**src/rtl/ysyx_22050598_axi_rd_arbiter_if.sv**
```systemverilog
// AXI4 bundles used by the IFU/LSU read arbiter.
//   ysyx_22050598_axi_rd_arbiter_if    : AR + R channels (one read port)
//   ysyx_22050598_axi_rd_arbiter_wr_if : AW + W + B channels (one write port)
// "master" is the side that issues requests, "slave" the side that answers.

interface ysyx_22050598_axi_rd_arbiter_if #(
  parameter int ID_W   = 1,
  parameter int ADDR_W = 64,
  parameter int DATA_W = 64
);
  // read address channel
  logic [ID_W-1:0]   arid;
  logic [ADDR_W-1:0] araddr;
  logic [7:0]        arlen;
  logic [2:0]        arsize;
  logic [1:0]        arburst;
  logic [3:0]        arcache;
  logic [2:0]        arprot;
  logic [3:0]        arqos;
  logic              arvalid;
  logic              arready;
  // read data channel
  logic [ID_W-1:0]   rid;
  logic [DATA_W-1:0] rdata;
  logic [1:0]        rresp;
  logic              rlast;
  logic              rvalid;
  logic              rready;

  modport master (
    output arid, araddr, arlen, arsize, arburst, arcache, arprot, arqos, arvalid,
    output rready,
    input  arready,
    input  rid, rdata, rresp, rlast, rvalid
  );

  modport slave (
    input  arid, araddr, arlen, arsize, arburst, arcache, arprot, arqos, arvalid,
    input  rready,
    output arready,
    output rid, rdata, rresp, rlast, rvalid
  );
endinterface

interface ysyx_22050598_axi_rd_arbiter_wr_if #(
  parameter int ID_W   = 1,
  parameter int ADDR_W = 64,
  parameter int DATA_W = 64
);
  // write address channel
  logic [ID_W-1:0]     awid;
  logic [ADDR_W-1:0]   awaddr;
  logic [7:0]          awlen;
  logic [2:0]          awsize;
  logic [1:0]          awburst;
  logic [3:0]          awcache;
  logic [2:0]          awprot;
  logic [3:0]          awqos;
  logic                awvalid;
  logic                awready;
  // write data channel
  logic [DATA_W-1:0]   wdata;
  logic [DATA_W/8-1:0] wstrb;
  logic                wlast;
  logic                wvalid;
  logic                wready;
  // write response channel
  logic [ID_W-1:0]     bid;
  logic [1:0]          bresp;
  logic                bvalid;
  logic                bready;

  modport master (
    output awid, awaddr, awlen, awsize, awburst, awcache, awprot, awqos, awvalid,
    output wdata, wstrb, wlast, wvalid,
    output bready,
    input  awready, wready,
    input  bid, bresp, bvalid
  );

  modport slave (
    input  awid, awaddr, awlen, awsize, awburst, awcache, awprot, awqos, awvalid,
    input  wdata, wstrb, wlast, wvalid,
    input  bready,
    output awready, wready,
    output bid, bresp, bvalid
  );
endinterface

```
**src/rtl/ysyx_22050598_axi_rd_arbiter.sv**
```systemverilog
// Two-master AXI4 read arbiter: M0 = IFU, M1 = LSU, one memory slave port.
// A grant is held from the AR handshake until the RLAST handshake, so only one
// read burst is ever outstanding. The LSU write channels are wired straight
// through to the slave and never interact with the read FSM.
//
// Optional feature macro: YSYX_22050598_ARB_RR_EN
//   defined   -> round-robin on simultaneous requests (last owner loses the tie)
//   undefined -> fixed priority, M1 (LSU) wins every tie

module ysyx_22050598_axi_rd_arbiter #(
  parameter int ID_W   = 1,
  parameter int ADDR_W = 64,
  parameter int DATA_W = 64
) (
  input  logic                                 ACLK,
  input  logic                                 ARESETN,
  ysyx_22050598_axi_rd_arbiter_if.slave        m0,
  ysyx_22050598_axi_rd_arbiter_if.slave        m1,
  ysyx_22050598_axi_rd_arbiter_if.master       s,
  ysyx_22050598_axi_rd_arbiter_wr_if.slave     m1_wr,
  ysyx_22050598_axi_rd_arbiter_wr_if.master    s_wr,
  output logic [1:0]                           gnt
);

  typedef enum logic [2:0] {
    IDLE    = 3'd0,
    ADDR_M0 = 3'd1,
    ADDR_M1 = 3'd2,
    DATA_M0 = 3'd3,
    DATA_M1 = 3'd4
  } state_t;

  state_t r_state;
  state_t w_state_next;

  logic w_any_req;      // at least one master presents arvalid
  logic w_pick_m1;      // arbitration result in IDLE
  logic w_addr_phase;   // ADDR_M0 or ADDR_M1
  logic w_data_phase;   // DATA_M0 or DATA_M1
  logic w_own_m1;       // current owner is M1 (only meaningful outside IDLE)
  logic w_own_rready;   // rready of the current owner
  logic w_rd_done;      // RLAST handshake of the granted burst

  // AR fields of the current owner, before gating by the address phase
  logic [ID_W-1:0]   w_ar_id;
  logic [ADDR_W-1:0] w_ar_addr;
  logic [7:0]        w_ar_len;
  logic [2:0]        w_ar_size;
  logic [1:0]        w_ar_burst;
  logic [3:0]        w_ar_cache;
  logic [2:0]        w_ar_prot;
  logic [3:0]        w_ar_qos;
  logic              w_ar_valid;

  // slave R fields, fanned out to whichever master owns the data phase
  logic [ID_W-1:0]   w_r_id;
  logic [DATA_W-1:0] w_r_data;
  logic [1:0]        w_r_resp;
  logic              w_r_last;
  logic              w_r_valid;

  assign w_any_req    = m0.arvalid | m1.arvalid;
  assign w_addr_phase = (r_state == ADDR_M0) || (r_state == ADDR_M1);
  assign w_data_phase = (r_state == DATA_M0) || (r_state == DATA_M1);
  assign w_own_m1     = (r_state == ADDR_M1) || (r_state == DATA_M1);
  assign w_own_rready = w_own_m1 ? m1.rready : m0.rready;
  assign w_rd_done    = w_data_phase & s.rvalid & s.rready & s.rlast;

`ifdef YSYX_22050598_ARB_RR_EN
  // 0 = M0 was the last owner, 1 = M1; reset to M1 so M0 wins the first tie
  logic r_last_gnt;

  // Remember who finished the most recent burst, for the next tie-break
  always_ff @(posedge ACLK or negedge ARESETN) begin
    if (!ARESETN) begin
      r_last_gnt <= 1'b1;
    end else if (w_rd_done) begin
      r_last_gnt <= (r_state == DATA_M1);
    end
  end

  // M1 wins alone, or on a tie when M0 owned the bus last
  assign w_pick_m1 = m1.arvalid & (~m0.arvalid | ~r_last_gnt);
`else
  // LSU requests always beat instruction fetch
  assign w_pick_m1 = m1.arvalid;
`endif

  // FSM state register
  always_ff @(posedge ACLK or negedge ARESETN) begin
    if (!ARESETN) begin
      r_state <= IDLE;
    end else begin
      r_state <= w_state_next;
    end
  end

  // Next-state: arbitrate in IDLE, hold the grant until the RLAST handshake
  always_comb begin
    w_state_next = r_state;
    case (r_state)
      IDLE: begin
        if (w_any_req) begin
          w_state_next = w_pick_m1 ? ADDR_M1 : ADDR_M0;
        end
      end
      ADDR_M0: begin
        if (m0.arvalid && s.arready) begin
          w_state_next = DATA_M0;
        end
      end
      ADDR_M1: begin
        if (m1.arvalid && s.arready) begin
          w_state_next = DATA_M1;
        end
      end
      DATA_M0, DATA_M1: begin
        if (w_rd_done) begin
          w_state_next = IDLE;
        end
      end
      default: begin
        w_state_next = IDLE;
      end
    endcase
  end

  // Select the owner's AR bundle
  assign w_ar_id    = w_own_m1 ? m1.arid    : m0.arid;
  assign w_ar_addr  = w_own_m1 ? m1.araddr  : m0.araddr;
  assign w_ar_len   = w_own_m1 ? m1.arlen   : m0.arlen;
  assign w_ar_size  = w_own_m1 ? m1.arsize  : m0.arsize;
  assign w_ar_burst = w_own_m1 ? m1.arburst : m0.arburst;
  assign w_ar_cache = w_own_m1 ? m1.arcache : m0.arcache;
  assign w_ar_prot  = w_own_m1 ? m1.arprot  : m0.arprot;
  assign w_ar_qos   = w_own_m1 ? m1.arqos   : m0.arqos;
  assign w_ar_valid = w_own_m1 ? m1.arvalid : m0.arvalid;

  // Drive the slave AR channel only while an address phase is in progress
  always_comb begin
    s.arid    = '0;
    s.araddr  = '0;
    s.arlen   = '0;
    s.arsize  = '0;
    s.arburst = '0;
    s.arcache = '0;
    s.arprot  = '0;
    s.arqos   = '0;
    s.arvalid = 1'b0;
    if (w_addr_phase) begin
      s.arid    = w_ar_id;
      s.araddr  = w_ar_addr;
      s.arlen   = w_ar_len;
      s.arsize  = w_ar_size;
      s.arburst = w_ar_burst;
      s.arcache = w_ar_cache;
      s.arprot  = w_ar_prot;
      s.arqos   = w_ar_qos;
      s.arvalid = w_ar_valid;
    end
  end

  // Only the owner in its address phase sees the slave's arready
  always_comb begin
    m0.arready = 1'b0;
    m1.arready = 1'b0;
    if (r_state == ADDR_M0) begin
      m0.arready = s.arready;
    end
    if (r_state == ADDR_M1) begin
      m1.arready = s.arready;
    end
  end

  assign w_r_id    = s.rid;
  assign w_r_data  = s.rdata;
  assign w_r_resp  = s.rresp;
  assign w_r_last  = s.rlast;
  assign w_r_valid = s.rvalid;

  // Route R beats to the owner; stray beats outside a data phase are held off
  always_comb begin
    m0.rid    = '0;
    m0.rdata  = '0;
    m0.rresp  = '0;
    m0.rlast  = 1'b0;
    m0.rvalid = 1'b0;
    m1.rid    = '0;
    m1.rdata  = '0;
    m1.rresp  = '0;
    m1.rlast  = 1'b0;
    m1.rvalid = 1'b0;
    s.rready  = 1'b0;
    if (r_state == DATA_M0) begin
      m0.rid    = w_r_id;
      m0.rdata  = w_r_data;
      m0.rresp  = w_r_resp;
      m0.rlast  = w_r_last;
      m0.rvalid = w_r_valid;
      s.rready  = w_own_rready;
    end
    if (r_state == DATA_M1) begin
      m1.rid    = w_r_id;
      m1.rdata  = w_r_data;
      m1.rresp  = w_r_resp;
      m1.rlast  = w_r_last;
      m1.rvalid = w_r_valid;
      s.rready  = w_own_rready;
    end
  end

  // One-hot owner indication, zero while idle
  always_comb begin
    gnt = 2'b00;
    case (r_state)
      ADDR_M0, DATA_M0: gnt = 2'b01;
      ADDR_M1, DATA_M1: gnt = 2'b10;
      default:          gnt = 2'b00;
    endcase
  end

  // LSU write path: pure wires, independent of the read grant
  assign s_wr.awid    = m1_wr.awid;
  assign s_wr.awaddr  = m1_wr.awaddr;
  assign s_wr.awlen   = m1_wr.awlen;
  assign s_wr.awsize  = m1_wr.awsize;
  assign s_wr.awburst = m1_wr.awburst;
  assign s_wr.awcache = m1_wr.awcache;
  assign s_wr.awprot  = m1_wr.awprot;
  assign s_wr.awqos   = m1_wr.awqos;
  assign s_wr.awvalid = m1_wr.awvalid;
  assign m1_wr.awready = s_wr.awready;

  assign s_wr.wdata   = m1_wr.wdata;
  assign s_wr.wstrb   = m1_wr.wstrb;
  assign s_wr.wlast   = m1_wr.wlast;
  assign s_wr.wvalid  = m1_wr.wvalid;
  assign m1_wr.wready = s_wr.wready;

  assign m1_wr.bid    = s_wr.bid;
  assign m1_wr.bresp  = s_wr.bresp;
  assign m1_wr.bvalid = s_wr.bvalid;
  assign s_wr.bready  = m1_wr.bready;

endmodule

```
**src/flat_wrapper.sv**
```systemverilog
// flat-port wrapper written by rule: the top's interface ports become plain ports
module ysyx_22050598_axi_rd_arbiter_flat 
#(
  parameter int ID_W   = 1,
  parameter int ADDR_W = 64,
  parameter int DATA_W = 64
)
  (ACLK, ARESETN, gnt, m0_arid, m0_araddr, m0_arlen, m0_arsize, m0_arburst, m0_arcache, m0_arprot, m0_arqos, m0_arvalid, m0_rready, m0_arready, m0_rid, m0_rdata, m0_rresp, m0_rlast, m0_rvalid, m1_arid, m1_araddr, m1_arlen, m1_arsize, m1_arburst, m1_arcache, m1_arprot, m1_arqos, m1_arvalid, m1_rready, m1_arready, m1_rid, m1_rdata, m1_rresp, m1_rlast, m1_rvalid, s_arid, s_araddr, s_arlen, s_arsize, s_arburst, s_arcache, s_arprot, s_arqos, s_arvalid, s_rready, s_arready, s_rid, s_rdata, s_rresp, s_rlast, s_rvalid, m1_wr_awid, m1_wr_awaddr, m1_wr_awlen, m1_wr_awsize, m1_wr_awburst, m1_wr_awcache, m1_wr_awprot, m1_wr_awqos, m1_wr_awvalid, m1_wr_wdata, m1_wr_wstrb, m1_wr_wlast, m1_wr_wvalid, m1_wr_bready, m1_wr_awready, m1_wr_wready, m1_wr_bid, m1_wr_bresp, m1_wr_bvalid, s_wr_awid, s_wr_awaddr, s_wr_awlen, s_wr_awsize, s_wr_awburst, s_wr_awcache, s_wr_awprot, s_wr_awqos, s_wr_awvalid, s_wr_wdata, s_wr_wstrb, s_wr_wlast, s_wr_wvalid, s_wr_bready, s_wr_awready, s_wr_wready, s_wr_bid, s_wr_bresp, s_wr_bvalid);
  ysyx_22050598_axi_rd_arbiter_if #(.ID_W(ID_W), .ADDR_W(ADDR_W), .DATA_W(DATA_W)) m0_i ();
  ysyx_22050598_axi_rd_arbiter_if #(.ID_W(ID_W), .ADDR_W(ADDR_W), .DATA_W(DATA_W)) m1_i ();
  ysyx_22050598_axi_rd_arbiter_if #(.ID_W(ID_W), .ADDR_W(ADDR_W), .DATA_W(DATA_W)) s_i ();
  ysyx_22050598_axi_rd_arbiter_wr_if #(.ID_W(ID_W), .ADDR_W(ADDR_W), .DATA_W(DATA_W)) m1_wr_i ();
  ysyx_22050598_axi_rd_arbiter_wr_if #(.ID_W(ID_W), .ADDR_W(ADDR_W), .DATA_W(DATA_W)) s_wr_i ();
  input  logic ACLK;
  input  logic ARESETN;
  output logic [1:0] gnt;
  input wire logic [$bits(m0_i.arid)-1:0] m0_arid;
  input wire logic [$bits(m0_i.araddr)-1:0] m0_araddr;
  input wire logic [$bits(m0_i.arlen)-1:0] m0_arlen;
  input wire logic [$bits(m0_i.arsize)-1:0] m0_arsize;
  input wire logic [$bits(m0_i.arburst)-1:0] m0_arburst;
  input wire logic [$bits(m0_i.arcache)-1:0] m0_arcache;
  input wire logic [$bits(m0_i.arprot)-1:0] m0_arprot;
  input wire logic [$bits(m0_i.arqos)-1:0] m0_arqos;
  input wire logic [$bits(m0_i.arvalid)-1:0] m0_arvalid;
  input wire logic [$bits(m0_i.rready)-1:0] m0_rready;
  output wire logic [$bits(m0_i.arready)-1:0] m0_arready;
  output wire logic [$bits(m0_i.rid)-1:0] m0_rid;
  output wire logic [$bits(m0_i.rdata)-1:0] m0_rdata;
  output wire logic [$bits(m0_i.rresp)-1:0] m0_rresp;
  output wire logic [$bits(m0_i.rlast)-1:0] m0_rlast;
  output wire logic [$bits(m0_i.rvalid)-1:0] m0_rvalid;
  input wire logic [$bits(m1_i.arid)-1:0] m1_arid;
  input wire logic [$bits(m1_i.araddr)-1:0] m1_araddr;
  input wire logic [$bits(m1_i.arlen)-1:0] m1_arlen;
  input wire logic [$bits(m1_i.arsize)-1:0] m1_arsize;
  input wire logic [$bits(m1_i.arburst)-1:0] m1_arburst;
  input wire logic [$bits(m1_i.arcache)-1:0] m1_arcache;
  input wire logic [$bits(m1_i.arprot)-1:0] m1_arprot;
  input wire logic [$bits(m1_i.arqos)-1:0] m1_arqos;
  input wire logic [$bits(m1_i.arvalid)-1:0] m1_arvalid;
  input wire logic [$bits(m1_i.rready)-1:0] m1_rready;
  output wire logic [$bits(m1_i.arready)-1:0] m1_arready;
  output wire logic [$bits(m1_i.rid)-1:0] m1_rid;
  output wire logic [$bits(m1_i.rdata)-1:0] m1_rdata;
  output wire logic [$bits(m1_i.rresp)-1:0] m1_rresp;
  output wire logic [$bits(m1_i.rlast)-1:0] m1_rlast;
  output wire logic [$bits(m1_i.rvalid)-1:0] m1_rvalid;
  output wire logic [$bits(s_i.arid)-1:0] s_arid;
  output wire logic [$bits(s_i.araddr)-1:0] s_araddr;
  output wire logic [$bits(s_i.arlen)-1:0] s_arlen;
  output wire logic [$bits(s_i.arsize)-1:0] s_arsize;
  output wire logic [$bits(s_i.arburst)-1:0] s_arburst;
  output wire logic [$bits(s_i.arcache)-1:0] s_arcache;
  output wire logic [$bits(s_i.arprot)-1:0] s_arprot;
  output wire logic [$bits(s_i.arqos)-1:0] s_arqos;
  output wire logic [$bits(s_i.arvalid)-1:0] s_arvalid;
  output wire logic [$bits(s_i.rready)-1:0] s_rready;
  input wire logic [$bits(s_i.arready)-1:0] s_arready;
  input wire logic [$bits(s_i.rid)-1:0] s_rid;
  input wire logic [$bits(s_i.rdata)-1:0] s_rdata;
  input wire logic [$bits(s_i.rresp)-1:0] s_rresp;
  input wire logic [$bits(s_i.rlast)-1:0] s_rlast;
  input wire logic [$bits(s_i.rvalid)-1:0] s_rvalid;
  input wire logic [$bits(m1_wr_i.awid)-1:0] m1_wr_awid;
  input wire logic [$bits(m1_wr_i.awaddr)-1:0] m1_wr_awaddr;
  input wire logic [$bits(m1_wr_i.awlen)-1:0] m1_wr_awlen;
  input wire logic [$bits(m1_wr_i.awsize)-1:0] m1_wr_awsize;
  input wire logic [$bits(m1_wr_i.awburst)-1:0] m1_wr_awburst;
  input wire logic [$bits(m1_wr_i.awcache)-1:0] m1_wr_awcache;
  input wire logic [$bits(m1_wr_i.awprot)-1:0] m1_wr_awprot;
  input wire logic [$bits(m1_wr_i.awqos)-1:0] m1_wr_awqos;
  input wire logic [$bits(m1_wr_i.awvalid)-1:0] m1_wr_awvalid;
  input wire logic [$bits(m1_wr_i.wdata)-1:0] m1_wr_wdata;
  input wire logic [$bits(m1_wr_i.wstrb)-1:0] m1_wr_wstrb;
  input wire logic [$bits(m1_wr_i.wlast)-1:0] m1_wr_wlast;
  input wire logic [$bits(m1_wr_i.wvalid)-1:0] m1_wr_wvalid;
  input wire logic [$bits(m1_wr_i.bready)-1:0] m1_wr_bready;
  output wire logic [$bits(m1_wr_i.awready)-1:0] m1_wr_awready;
  output wire logic [$bits(m1_wr_i.wready)-1:0] m1_wr_wready;
  output wire logic [$bits(m1_wr_i.bid)-1:0] m1_wr_bid;
  output wire logic [$bits(m1_wr_i.bresp)-1:0] m1_wr_bresp;
  output wire logic [$bits(m1_wr_i.bvalid)-1:0] m1_wr_bvalid;
  output wire logic [$bits(s_wr_i.awid)-1:0] s_wr_awid;
  output wire logic [$bits(s_wr_i.awaddr)-1:0] s_wr_awaddr;
  output wire logic [$bits(s_wr_i.awlen)-1:0] s_wr_awlen;
  output wire logic [$bits(s_wr_i.awsize)-1:0] s_wr_awsize;
  output wire logic [$bits(s_wr_i.awburst)-1:0] s_wr_awburst;
  output wire logic [$bits(s_wr_i.awcache)-1:0] s_wr_awcache;
  output wire logic [$bits(s_wr_i.awprot)-1:0] s_wr_awprot;
  output wire logic [$bits(s_wr_i.awqos)-1:0] s_wr_awqos;
  output wire logic [$bits(s_wr_i.awvalid)-1:0] s_wr_awvalid;
  output wire logic [$bits(s_wr_i.wdata)-1:0] s_wr_wdata;
  output wire logic [$bits(s_wr_i.wstrb)-1:0] s_wr_wstrb;
  output wire logic [$bits(s_wr_i.wlast)-1:0] s_wr_wlast;
  output wire logic [$bits(s_wr_i.wvalid)-1:0] s_wr_wvalid;
  output wire logic [$bits(s_wr_i.bready)-1:0] s_wr_bready;
  input wire logic [$bits(s_wr_i.awready)-1:0] s_wr_awready;
  input wire logic [$bits(s_wr_i.wready)-1:0] s_wr_wready;
  input wire logic [$bits(s_wr_i.bid)-1:0] s_wr_bid;
  input wire logic [$bits(s_wr_i.bresp)-1:0] s_wr_bresp;
  input wire logic [$bits(s_wr_i.bvalid)-1:0] s_wr_bvalid;
  assign m0_i.arid = m0_arid;
  assign m0_i.araddr = m0_araddr;
  assign m0_i.arlen = m0_arlen;
  assign m0_i.arsize = m0_arsize;
  assign m0_i.arburst = m0_arburst;
  assign m0_i.arcache = m0_arcache;
  assign m0_i.arprot = m0_arprot;
  assign m0_i.arqos = m0_arqos;
  assign m0_i.arvalid = m0_arvalid;
  assign m0_i.rready = m0_rready;
  assign m0_arready = m0_i.arready;
  assign m0_rid = m0_i.rid;
  assign m0_rdata = m0_i.rdata;
  assign m0_rresp = m0_i.rresp;
  assign m0_rlast = m0_i.rlast;
  assign m0_rvalid = m0_i.rvalid;
  assign m1_i.arid = m1_arid;
  assign m1_i.araddr = m1_araddr;
  assign m1_i.arlen = m1_arlen;
  assign m1_i.arsize = m1_arsize;
  assign m1_i.arburst = m1_arburst;
  assign m1_i.arcache = m1_arcache;
  assign m1_i.arprot = m1_arprot;
  assign m1_i.arqos = m1_arqos;
  assign m1_i.arvalid = m1_arvalid;
  assign m1_i.rready = m1_rready;
  assign m1_arready = m1_i.arready;
  assign m1_rid = m1_i.rid;
  assign m1_rdata = m1_i.rdata;
  assign m1_rresp = m1_i.rresp;
  assign m1_rlast = m1_i.rlast;
  assign m1_rvalid = m1_i.rvalid;
  assign s_arid = s_i.arid;
  assign s_araddr = s_i.araddr;
  assign s_arlen = s_i.arlen;
  assign s_arsize = s_i.arsize;
  assign s_arburst = s_i.arburst;
  assign s_arcache = s_i.arcache;
  assign s_arprot = s_i.arprot;
  assign s_arqos = s_i.arqos;
  assign s_arvalid = s_i.arvalid;
  assign s_rready = s_i.rready;
  assign s_i.arready = s_arready;
  assign s_i.rid = s_rid;
  assign s_i.rdata = s_rdata;
  assign s_i.rresp = s_rresp;
  assign s_i.rlast = s_rlast;
  assign s_i.rvalid = s_rvalid;
  assign m1_wr_i.awid = m1_wr_awid;
  assign m1_wr_i.awaddr = m1_wr_awaddr;
  assign m1_wr_i.awlen = m1_wr_awlen;
  assign m1_wr_i.awsize = m1_wr_awsize;
  assign m1_wr_i.awburst = m1_wr_awburst;
  assign m1_wr_i.awcache = m1_wr_awcache;
  assign m1_wr_i.awprot = m1_wr_awprot;
  assign m1_wr_i.awqos = m1_wr_awqos;
  assign m1_wr_i.awvalid = m1_wr_awvalid;
  assign m1_wr_i.wdata = m1_wr_wdata;
  assign m1_wr_i.wstrb = m1_wr_wstrb;
  assign m1_wr_i.wlast = m1_wr_wlast;
  assign m1_wr_i.wvalid = m1_wr_wvalid;
  assign m1_wr_i.bready = m1_wr_bready;
  assign m1_wr_awready = m1_wr_i.awready;
  assign m1_wr_wready = m1_wr_i.wready;
  assign m1_wr_bid = m1_wr_i.bid;
  assign m1_wr_bresp = m1_wr_i.bresp;
  assign m1_wr_bvalid = m1_wr_i.bvalid;
  assign s_wr_awid = s_wr_i.awid;
  assign s_wr_awaddr = s_wr_i.awaddr;
  assign s_wr_awlen = s_wr_i.awlen;
  assign s_wr_awsize = s_wr_i.awsize;
  assign s_wr_awburst = s_wr_i.awburst;
  assign s_wr_awcache = s_wr_i.awcache;
  assign s_wr_awprot = s_wr_i.awprot;
  assign s_wr_awqos = s_wr_i.awqos;
  assign s_wr_awvalid = s_wr_i.awvalid;
  assign s_wr_wdata = s_wr_i.wdata;
  assign s_wr_wstrb = s_wr_i.wstrb;
  assign s_wr_wlast = s_wr_i.wlast;
  assign s_wr_wvalid = s_wr_i.wvalid;
  assign s_wr_bready = s_wr_i.bready;
  assign s_wr_i.awready = s_wr_awready;
  assign s_wr_i.wready = s_wr_wready;
  assign s_wr_i.bid = s_wr_bid;
  assign s_wr_i.bresp = s_wr_bresp;
  assign s_wr_i.bvalid = s_wr_bvalid;
  ysyx_22050598_axi_rd_arbiter #(.ID_W(ID_W), .ADDR_W(ADDR_W), .DATA_W(DATA_W)) u_core (.ACLK(ACLK), .ARESETN(ARESETN), .m0(m0_i), .m1(m1_i), .s(s_i), .m1_wr(m1_wr_i), .s_wr(s_wr_i), .gnt(gnt));
endmodule
```
**config.mk**
```make
export PLATFORM = sky130hd
export DESIGN_NAME = ysyx_22050598_axi_rd_arbiter_flat
export DESIGN_NICKNAME = d
export VERILOG_FILES = /design/src/rtl/ysyx_22050598_axi_rd_arbiter_if.sv /design/src/rtl/ysyx_22050598_axi_rd_arbiter.sv /design/src/flat_wrapper.sv
export SDC_FILE = /design/constraint.sdc
export NUM_CORES = 1
export LEC_CHECK = 0
export CORE_AREA = 2 2 327 329
export DETAILED_ROUTE_END_ITERATION = 8
export DIE_AREA = 0 0 329 331
export PLACE_DENSITY = 0.33
export RECOVER_POWER = 25
export SYNTH_ARGS = -nofsm -noshare
export SYNTH_HDL_FRONTEND = slang
export SYNTH_SLANG_ARGS = --single-unit
export TNS_END_PERCENT = 50
```
**constraint.sdc**
```tcl
create_clock -name ACLK -period 1.5 [get_ports ACLK]
set_input_delay 0.15 -clock ACLK [delete_from_list [all_inputs] [get_ports ACLK]]
set_output_delay 0.15 -clock ACLK [all_outputs]
set_load 0.1 [all_outputs]
```
# == Word level (Yosys, flattened, before mapping) ==
# Cells that the tools add are included.
# word_totals
ff_bits,3
input_bits,425
out_inout_bits,404
# classes
n_eq_ne,8
muxes,40
bitwise,4
n_reduce_logical,10
# ops
op,count
64-bit two-way mux,4
3-bit two-way mux,8
4-bit two-way mux,4
8-bit two-way mux,2
1-bit two-way mux,15
3-bit one-hot mux with 4 select lines,1
2-bit two-way mux,5
"3-bit by 2-bit equality test with 1-bit output, second input constant",2
2-bit OR reduction,3
"2-bit by 1-bit inequality test with 1-bit output, second input constant",2
"2-bit inequality test, second input constant",2
2-bit one-hot mux with 2 select lines,1
4-bit AND reduction,1
1-bit bitwise AND,3
"3-bit by 1-bit equality test with 1-bit output, second input constant",1
"3-bit equality test, second input constant",1
3-bit zero test,1
1-bit logical OR,3
1-bit logical AND,2
1-bit OR,1

# == Logic depth before layout (Yosys ltp) ==
# depth
word_depth,9
depth_mapped,6
mapped_depth_nobuf,3

# == Least setup slack after synthesis ==
# No wires, ideal clock.
# synth_timing
path_kind,flip-flop to output port
startpoint,reg u_core.r_state[0]
endpoint,out m0_arready
arrival_ns,3.759
required_time_ns,1.350
slack_ns,-2.409
stages_incl_launch_ff,5
n_path_buf,2
path_cell_list,dfrtp_1 > inv_2 > buf_2 > clkbuf_1 > nor4_1
# synth_between
elab_chain_cells,2
# synth_lines
item,line_no,text
"start, declared",ysyx_22050598_axi_rd_arbiter.sv:33,state_t r_state;
"start signal, assigned",ysyx_22050598_axi_rd_arbiter.sv:94,r_state <= w_state_next;
3-bit by 1-bit equality test with 1-bit output,ysyx_22050598_axi_rd_arbiter.sv:167,if (r_state == ADDR_M0) begin
1-bit two-way mux,ysyx_22050598_axi_rd_arbiter.sv:167,
"end, declared",flat_wrapper.sv:27,output wire logic [$bits(m0_i.arready)-1:0] m0_arready;
# No other way between the ends.

# == Final worst setup path ==
# layout_timing
startpoint,reg u_core.r_state[2]
endpoint,out m0_rdata[36]
# layout_between
elab_chain_cells,2
# layout_lines
item,line_no,text
3-bit by 2-bit equality test with 1-bit output,ysyx_22050598_axi_rd_arbiter.sv:194,if (r_state == DATA_M0) begin
64-bit two-way mux,ysyx_22050598_axi_rd_arbiter.sv:194,
"end, declared",flat_wrapper.sv:29,output wire logic [$bits(m0_i.rdata)-1:0] m0_rdata;
# No other way between the ends.

==> metrics <==
Total Power between 0.03 and 0.04 W; CP peak stage delay roughly 0.55 ns; initial antenna violation count 4; total negative slack -89.51 ns; Power Dens Cells 2459 nW/um^2; Yosys warnings 0; Synth cell types 27; number of global-route vias before repair 6930; Routed Antenna Nets 0; Worst Hold Class in -> async; first-pass GRT wire length between 50 and 60 mm; fill count between 10000 and 15000; Hold-fix buffers, CTS 0; Global Route Usage Sum 0.06914; initial core utilization 0.04241; Rel. slew slack 0.7159; Tmin final 1.969 ns; share of cells above drive strength 1 0.6410; CP bufs+invs 3; DR vias/cell 2.715; Avg Cell Area, Syn 7.407 sq um; worst slew pin tran 0.4261 ns; Final HPWL DP roughly 35 mm; CTS Buf Count 3; CP required 1.35 ns; die area 108900 sq um; syn_nets 1026; largest net degree at the start of global routing 72; IO Port Bufs 486; synthesized flop and latch total 3; biggest registers after layout u_core.r_state x3; max_cap viols 0; clock sink count 3; unrepaired setup endpoints after global routing yes; Reg clk slew, reported paths roughly 0.030 ns; final net count 1387; final hold vios 0; CTS tree done; routability-driven placement congestion ratio 0.7939; r2r startpoint u_core.r_state[1]$_DFFE_PN0P_; R2R cell count 5; worst-path fanout max 35; R2R Setup Slk -0.13 ns; crit-path cells nor2b_4, buf_12, clkbuf_16, and3_1, buf_12; register area share after synthesis 0.01686; Post-Synthesis Cells 601; Reg with most FFs u_core.r_state; routed wire length 43.49 mm; final setup margin -0.4692 ns; top cell type by total area after synthesis buf_4; worst hold slack 0.1347 ns; Crit Path Class reg -> out; Fmax between 500 and 600 MHz; RR Endpoint u_core.r_state[2]$_DFFE_PN0P_; CTS root buf clkbuf_16; ranking of synthesized cells by area buf_4, a41o_1, nor4b_1; failing checks setup timing; commonest non-fill, non-tap cell in the layout buf_12; CP max-delay cell dfrtp_4; Syn Std Cell Area 4452 sq um; Synth top area share 0.2934; DRC 0; vias post-DR around 6400; clk buf depth 2; most frequent CP cell buf_12; 1st-iter DRT viols between 150 and 200; I/O pin count 829; Leak 5.919 nW; Worst Setup Start Kind register; area of the multi-input gates 5059 sq um; Pre-antenna DRT Iters 4; core region area 105000 sq um; clock skew 0.002555 ns; Area growth syn-to-layout 254.3%; Row Count 119; final setup vio count 234; WL/cell between 15 and 20 um; Reg area around 84 sq um; max-slew violations 0; Largest register FFs 3; commonest non-fill, non-tap cells in the layout buf_12, clkdlybuf4s50_1, buf_4, nor4b_4, a41o_4; H-tree Lvls 1; status finished with violations; peak supply drop 1.499 mV; Overflow after GRT 0; final period utilization 1.313; Die X about 330 um; top cell family by delay on the critical path buffers and inverters; crit end category output port; chip height 331 um; worst-skew pair later-pin latency 0.22 ns; worst path arrival time 1.82 ns
-- worst reg2reg max path, cell delays in order, from the launching register on --
cell and delay (ns):
dfrtp_4 0.50, buf_4 0.21, buf_12 0.19, buf_4 0.17, and4_1 0.19, a22o_1 0.25
-- report_power, final --
group          internal [W]  leakage [nW]  switching [W]
clock              0.000350        0.0382      0.0000685
sequential         0.000126        0.0320      0.0000871
combinational        0.0150          5.85         0.0231
total                0.0155          5.92         0.0233
-- repair_timing --
item	CTS	global route
endpoints found under the setup margin	234	234
hold endpoints to repair	0	0
cloned	0	10
resized for setup	63	53
buffers inserted	2	4
pin swaps	17	7
-- worst max path at each step --
| stage | start | end | slack (ns) | depth (start not counted) |
|---|---|---|---|---|
| after floorplan | u_core.r_state[1]$_DFFE_PN0P_ | m0_arready | -0.50 | 4 |
| after global placement | u_core.r_state[0]$_DFFE_PN0P_ | s_araddr[61] | -0.29 | 6 |
| after detailed placement | u_core.r_state[0]$_DFFE_PN0P_ | s_araddr[2] | -0.36 | 5 |
| after CTS | u_core.r_state[1]$_DFFE_PN0P_ | s_araddr[47] | -0.47 | 6 |
| after global routing | u_core.r_state[2]$_DFFE_PN0P_ | m0_rdata[36] | -0.54 | 5 |
| final | u_core.r_state[2]$_DFFE_PN0P_ | m0_rdata[36] | -0.47 | 5 |
-- cell usage after synthesis --
library cell,number
buf_1,8
and3_1,69
nor4b_1,83
nor2b_1,1
a21o_1,2
a22o_1,2
a21oi_1,2
nand4_1,1
o221ai_1,1
xnor2_1,1
nor2_1,1
buf_2,17
and4_1,1
nor3_2,1
clkbuf_1,57
dfrtp_1,3
nor4b_2,6
nand2b_1,2
inv_2,1
and2_1,70
o41ai_2,1
nand2_1,1
nor4_1,1
nand3_1,3
buf_4,174
a41o_1,89
inv_1,3
-- logic make-up after synthesis --
group / after synthesis / synth area share
AOI/OAI and AO/OA: 97 / 0.2153
xor gates and xnor gates: 1 / 0.001968
buffers and inverters: 260 / 0.3707
DFF: 3 / 0.01686
and+or+nand+nor: 240 / 0.3952
-- per-stage QoR --
step	utilization	instances	area, sq um	worst slack, ns
floorplan	-	601	6394	-0.4974
global placement	0.1401	2332	14710	-0.2914
detailed placement	0.1401	2332	14710	-0.3554
CTS	0.1447	2338	15190	-0.4688
global route	0.1502	2352	15770	-0.5365
finish	0.1502	2354	15770	-0.4692
-- routing by layer --
layer | track usage | share of wire | vias to the layer above
li1 | - | - | 2818
met1 | 0.06422 | 0.32 | 3033
met2 | 0.1276 | 0.52 | 463
met3 | 0.03536 | 0.11 | 72
met4 | 0.02740 | 0.044 | 4
met5 | 0 | 0.00078 | -
-- final cells by class --
| class | instances | share of cell area |
|---|---|---|
| antenna | 2 | 0.0003173 |
| clock buffer | 4 | 0.004998 |
| inverter | 4 | 0.001904 |
| multi-input combinational | 338 | 0.3207 |
| sequential | 3 | 0.005315 |
| tap | 1391 | 0.1104 |
| timing repair buffer | 612 | 0.5564 |
No activity file was read; power rests on OpenSTA's default activity.
==> RTL change 1, RTL diff (same flow settings) <==
`ADDR_W` is set to 64 in 4 places; all go to 68.
--- a/src/rtl/ysyx_22050598_axi_rd_arbiter_if.sv
+++ b/src/rtl/ysyx_22050598_axi_rd_arbiter_if.sv
@@ -7,3 +7,3 @@
   parameter int ID_W   = 1,
-  parameter int ADDR_W = 64,
+  parameter int ADDR_W = 68,
   parameter int DATA_W = 64
@@ -46,3 +46,3 @@
   parameter int ID_W   = 1,
-  parameter int ADDR_W = 64,
+  parameter int ADDR_W = 68,
   parameter int DATA_W = 64
--- a/src/rtl/ysyx_22050598_axi_rd_arbiter.sv
+++ b/src/rtl/ysyx_22050598_axi_rd_arbiter.sv
@@ -11,3 +11,3 @@
   parameter int ID_W   = 1,
-  parameter int ADDR_W = 64,
+  parameter int ADDR_W = 68,
   parameter int DATA_W = 64
--- a/src/flat_wrapper.sv
+++ b/src/flat_wrapper.sv
@@ -4,3 +4,3 @@
   parameter int ID_W   = 1,
-  parameter int ADDR_W = 64,
+  parameter int ADDR_W = 68,
   parameter int DATA_W = 64
Ports: changed (5 resized); port bits go from 829 to 849. No check against the original RTL was run, so the function may have changed too.
==> RTL change 1 against the original RTL <==
  * The run still ends with negative setup slack left
  * Core utilization rose by 0.17 points
  * Area after synthesis rose by 15%
  * Sequential cell count did not move
  * Final cell count barely moved
  * Worst setup slack improved by 0.024 ns
  * Final area rose by 1.1%
  * Power fell by 0.10%
  * Fmax rose by 1.3%
  * Routed wire length fell by 4.6%
  * Critical path type unchanged
  * Largest cell class unchanged
  * Largest power group unchanged
==> RTL change 1: results (changes against the original RTL) <==
- Final worst setup slack: -0.445 ns (was -0.469 ns)
- NetSw: 23,500 uW (was 23,300 uW)
- Max IR drop VDD: 1.57 mV (was 1.50 mV)
- GR Layer Usage met1: 7.03% (was 6.42%)
- DRT iter0 DRCs: 199 (was 169)
- Synth Area per Inst: 8.35 sq um (was 7.41 sq um)
- Met3 WL: 4.30 mm (was 4.84 mm)
- Post-Route WL: 41.5 mm (was 43.5 mm)
- Reg2reg path depth: 6 (was 5)
- LEAKAGE: 0.00593 uW (was 0.00592 uW)
- Final setup vio count: 239 (was 234)
- Pre-CTS setup slack: -0.315 ns (was -0.355 ns)
- Cts repair resizes: 122 (was 63)
- Post-Synth XOR/XNOR Area: 0.171% (was 0.197%)
- Area after DPL: 14,800 sq um (was 14,700 sq um)
- Post-CTS setup buffers: 6 (was 2)
- Hold_ws: 0.115 ns (was 0.135 ns)
- Final GP Congestion: 0.780 (was 0.794)
- Top cells by count, synth: 175 x buf_4, 93 x a41o_1, 82 x nor4b_2 (was 174 x buf_4, 89 x a41o_1, 83 x nor4b_1)
- Fin Setup TNS: -90.38 ns (was -89.51 ns)
- Peak fanout along the critical path: 34 (was 35)
- Reg2reg setup slack: -0.07 ns (was -0.13 ns)
- Reg2reg start: u_core.r_state[2] (was u_core.r_state[1])
- Clock Skews: 0.00203 ns (was 0.00256 ns)
- Failing checks: negative setup slack (unchanged)
- Vias in the first global route: 7,028 (was 6,930)
- Vias: 6,405 (was 6,390)
- Share of layout cells above drive strength 1: 66.5% (was 64.1%)
- Register area share after synthesis: 1.46% (was 1.69%)
- Status: complete, but fails checks (unchanged)
- Met3 Use GR: 2.69% (was 3.54%)
==> RTL change 1: cell count changes after synthesis, sizes merged <==
| cell | unedited run | this run |
|---|---|---|
| buf | 199 | 222 |
| clkbuf | 57 | 39 |
| nor4b | 89 | 93 |
| a41o | 89 | 93 |
==> RTL change 1: area by class of cell <==
| class | instances | area share [%] |
|---|---|---|
| Timing Repair Buffer | 606 | 55.3 |
| Clock buffer | 4 | 0.494 |
| Antenna cell | 2 | 0.0314 |
| Inverter | 4 | 0.204 |
| Multi-Input combinational cell | 346 | 32.5 |
| Sequential cell | 3 | 0.526 |
| Tap cell | 1391 | 10.9 |
==> RTL change 1: kinds of logic (layout without fill, tap and decap cells) <==
group / Yosys count / after routing
buffers and inverters: 265 / 614
AND/OR/NAND/NOR: 244 / 244
AO/OA/AOI/OAI: 101 / 101
flip-flops: 3 / 3
XOR/XNOR: 1 / 1
other: 0 / 2
==> RTL change 2, RTL diff (same flow settings) <==
Made on the original files. Re-encode `state_t` (5 states) as one-hot, 5 bits wide.
--- a/src/rtl/ysyx_22050598_axi_rd_arbiter.sv
+++ b/src/rtl/ysyx_22050598_axi_rd_arbiter.sv
@@ -24,8 +24,8 @@
 
-  typedef enum logic [2:0] {
-    IDLE    = 3'd0,
-    ADDR_M0 = 3'd1,
-    ADDR_M1 = 3'd2,
-    DATA_M0 = 3'd3,
-    DATA_M1 = 3'd4
+  typedef enum logic [4:0] {
+    IDLE    = 5'b00001,
+    ADDR_M0 = 5'b00010,
+    ADDR_M1 = 5'b00100,
+    DATA_M0 = 5'b01000,
+    DATA_M1 = 5'b10000
   } state_t;
Function: no difference found for any inputs over 4 cycles, from zero or initial values and one cycle with ARESETN low; so few cycles prove little.
==> RTL change 2 against the original RTL <==
  * The run still ends with negative setup slack left
  * Register-to-register slack worse by 0.66 ns
  * Area after synthesis down 13%
  * Power down 37%
  * Count of clock-buffer cells in the layout unchanged
  * Sequential cell count up 2
  * Final area down 3.6%
  * Worst hold slack better by 0.038 ns
  * Worst setup slack worse by 0.35 ns
  * Routed wire length up 14%
  * Highest routed layer unchanged
==> RTL change 2: results (changes against the original RTL) <==
- Status: complete, but fails checks (unchanged)
- Failing checks: negative setup slack (unchanged)
- Peak fanout along the critical path: 7 (was 35)
- Hold_ws: 0.173 ns (was 0.135 ns)
- Net Count, Synth: 1,100 (was 1,026)
- Fillcell total: 11,800 (was 11,700)
- Crit path max-delay family: simple AND/OR/NAND/NOR gates (was buffers and inverters)
- Final worst setup slack: -0.824 ns (was -0.469 ns)
- Synth top area cells: buf_4 33%, nand2_1 18%, a21oi_1 12%, and2_1 11%, and3_1 11% (was buf_4 29%, a41o_1 20%, nor4b_1 16%, and2_1 9.8%, and3_1 9.7%)
- Reg2reg setup slack: -0.79 ns (was -0.13 ns)
- Final net count: 1,487 (was 1,387)
- Top cells by count, synth: 183 x nand2_1, 171 x buf_4, 91 x a21oi_1 (was 174 x buf_4, 89 x a41o_1, 83 x nor4b_1)
- Multiplexer area fraction after synthesis: 0.549% (was 0%)
- Biggest regs: u_core.r_state x5 (was u_core.r_state x3)
- Synthesized instance count: 675 (was 601)
- Post-Synth XOR/XNOR Area: 0.226% (was 0.197%)
- Antenna violations before repair: 6 (was 4)
- DRT iter0 DRCs: 119 (was 169)
- LEAKAGE: 0.00550 uW (was 0.00592 uW)
- Met2 WL: 25.1 mm (was 22.8 mm)
- First-pass GRT wire length: 62.3 mm (was 54.7 mm)
- Post-Route WL: 49.6 mm (was 43.5 mm)
- Worst-Margin Slew: 0.474 ns (was 0.426 ns)
- WL met1: 14.4 mm (was 14.0 mm)
- Synth Area in Compound Gates: 13.9% (was 21.5%)
- Share of layout cells above drive strength 1: 66.7% (was 64.1%)
- Max IR drop VDD: 0.869 mV (was 1.50 mV)
- End of the worst register-to-register path: u_core.r_state[4] (was u_core.r_state[2])
- Reg2reg path depth: 7 (was 5)
- Final setup vio count: 237 (was 234)
- Largest net degree at the start of global routing: 71 (was 72)
- Final GP Congestion: 0.849 (was 0.794)
- Crit-path slowest cell: dfrtp_1 (was dfrtp_4)
- Clock power frac: 1.8% (was 1.1%)
- NetSw: 14,600 uW (was 23,300 uW)
- Design Area, Final: 15,200 sq um (was 15,800 sq um)
- Synth unique cells: 35 (was 27)
- Register area share after synthesis: 3.26% (was 1.69%)
- M2 GR Usage: 15.1% (was 12.8%)
- HPWL after DPL: 40.5 mm (was 35.0 mm)
RTL change 2: cell type report:
cell class	count	area share, %
diodes	1	0.0165
clock buffers	4	0.519
inverters	4	0.206
multi-input cells	443	28.4
flip-flops and latches	5	0.840
well taps	1391	11.5
repair buffers	604	58.4
repair inverters	1	0.198
RTL change 2: worst max-delay path by stage:
stage                                  from            to  slack (ns)  cells after the start
after floorplan           u_core.r_state[0]  s_araddr[46]       -1.59                      7
after global placement    u_core.r_state[0]   s_araddr[7]       -0.83                      9
after detailed placement  u_core.r_state[0]   s_araddr[7]       -0.82                      8
after CTS                 u_core.r_state[3]   s_araddr[7]       -0.86                      7
after global routing      u_core.r_state[3]  s_araddr[54]       -0.88                      8
final                     u_core.r_state[3]  s_araddr[11]       -0.82                      8
RTL change 2: timing repair:
| action | CTS | global route |
|---|---|---|
| gates resized for setup | 253 | 210 |
| pin swaps | 75 | 81 |
| endpoints found under the setup margin | 238 | 238 |
| setup buffers | 30 | 6 |
| cloned | 17 | 1 |
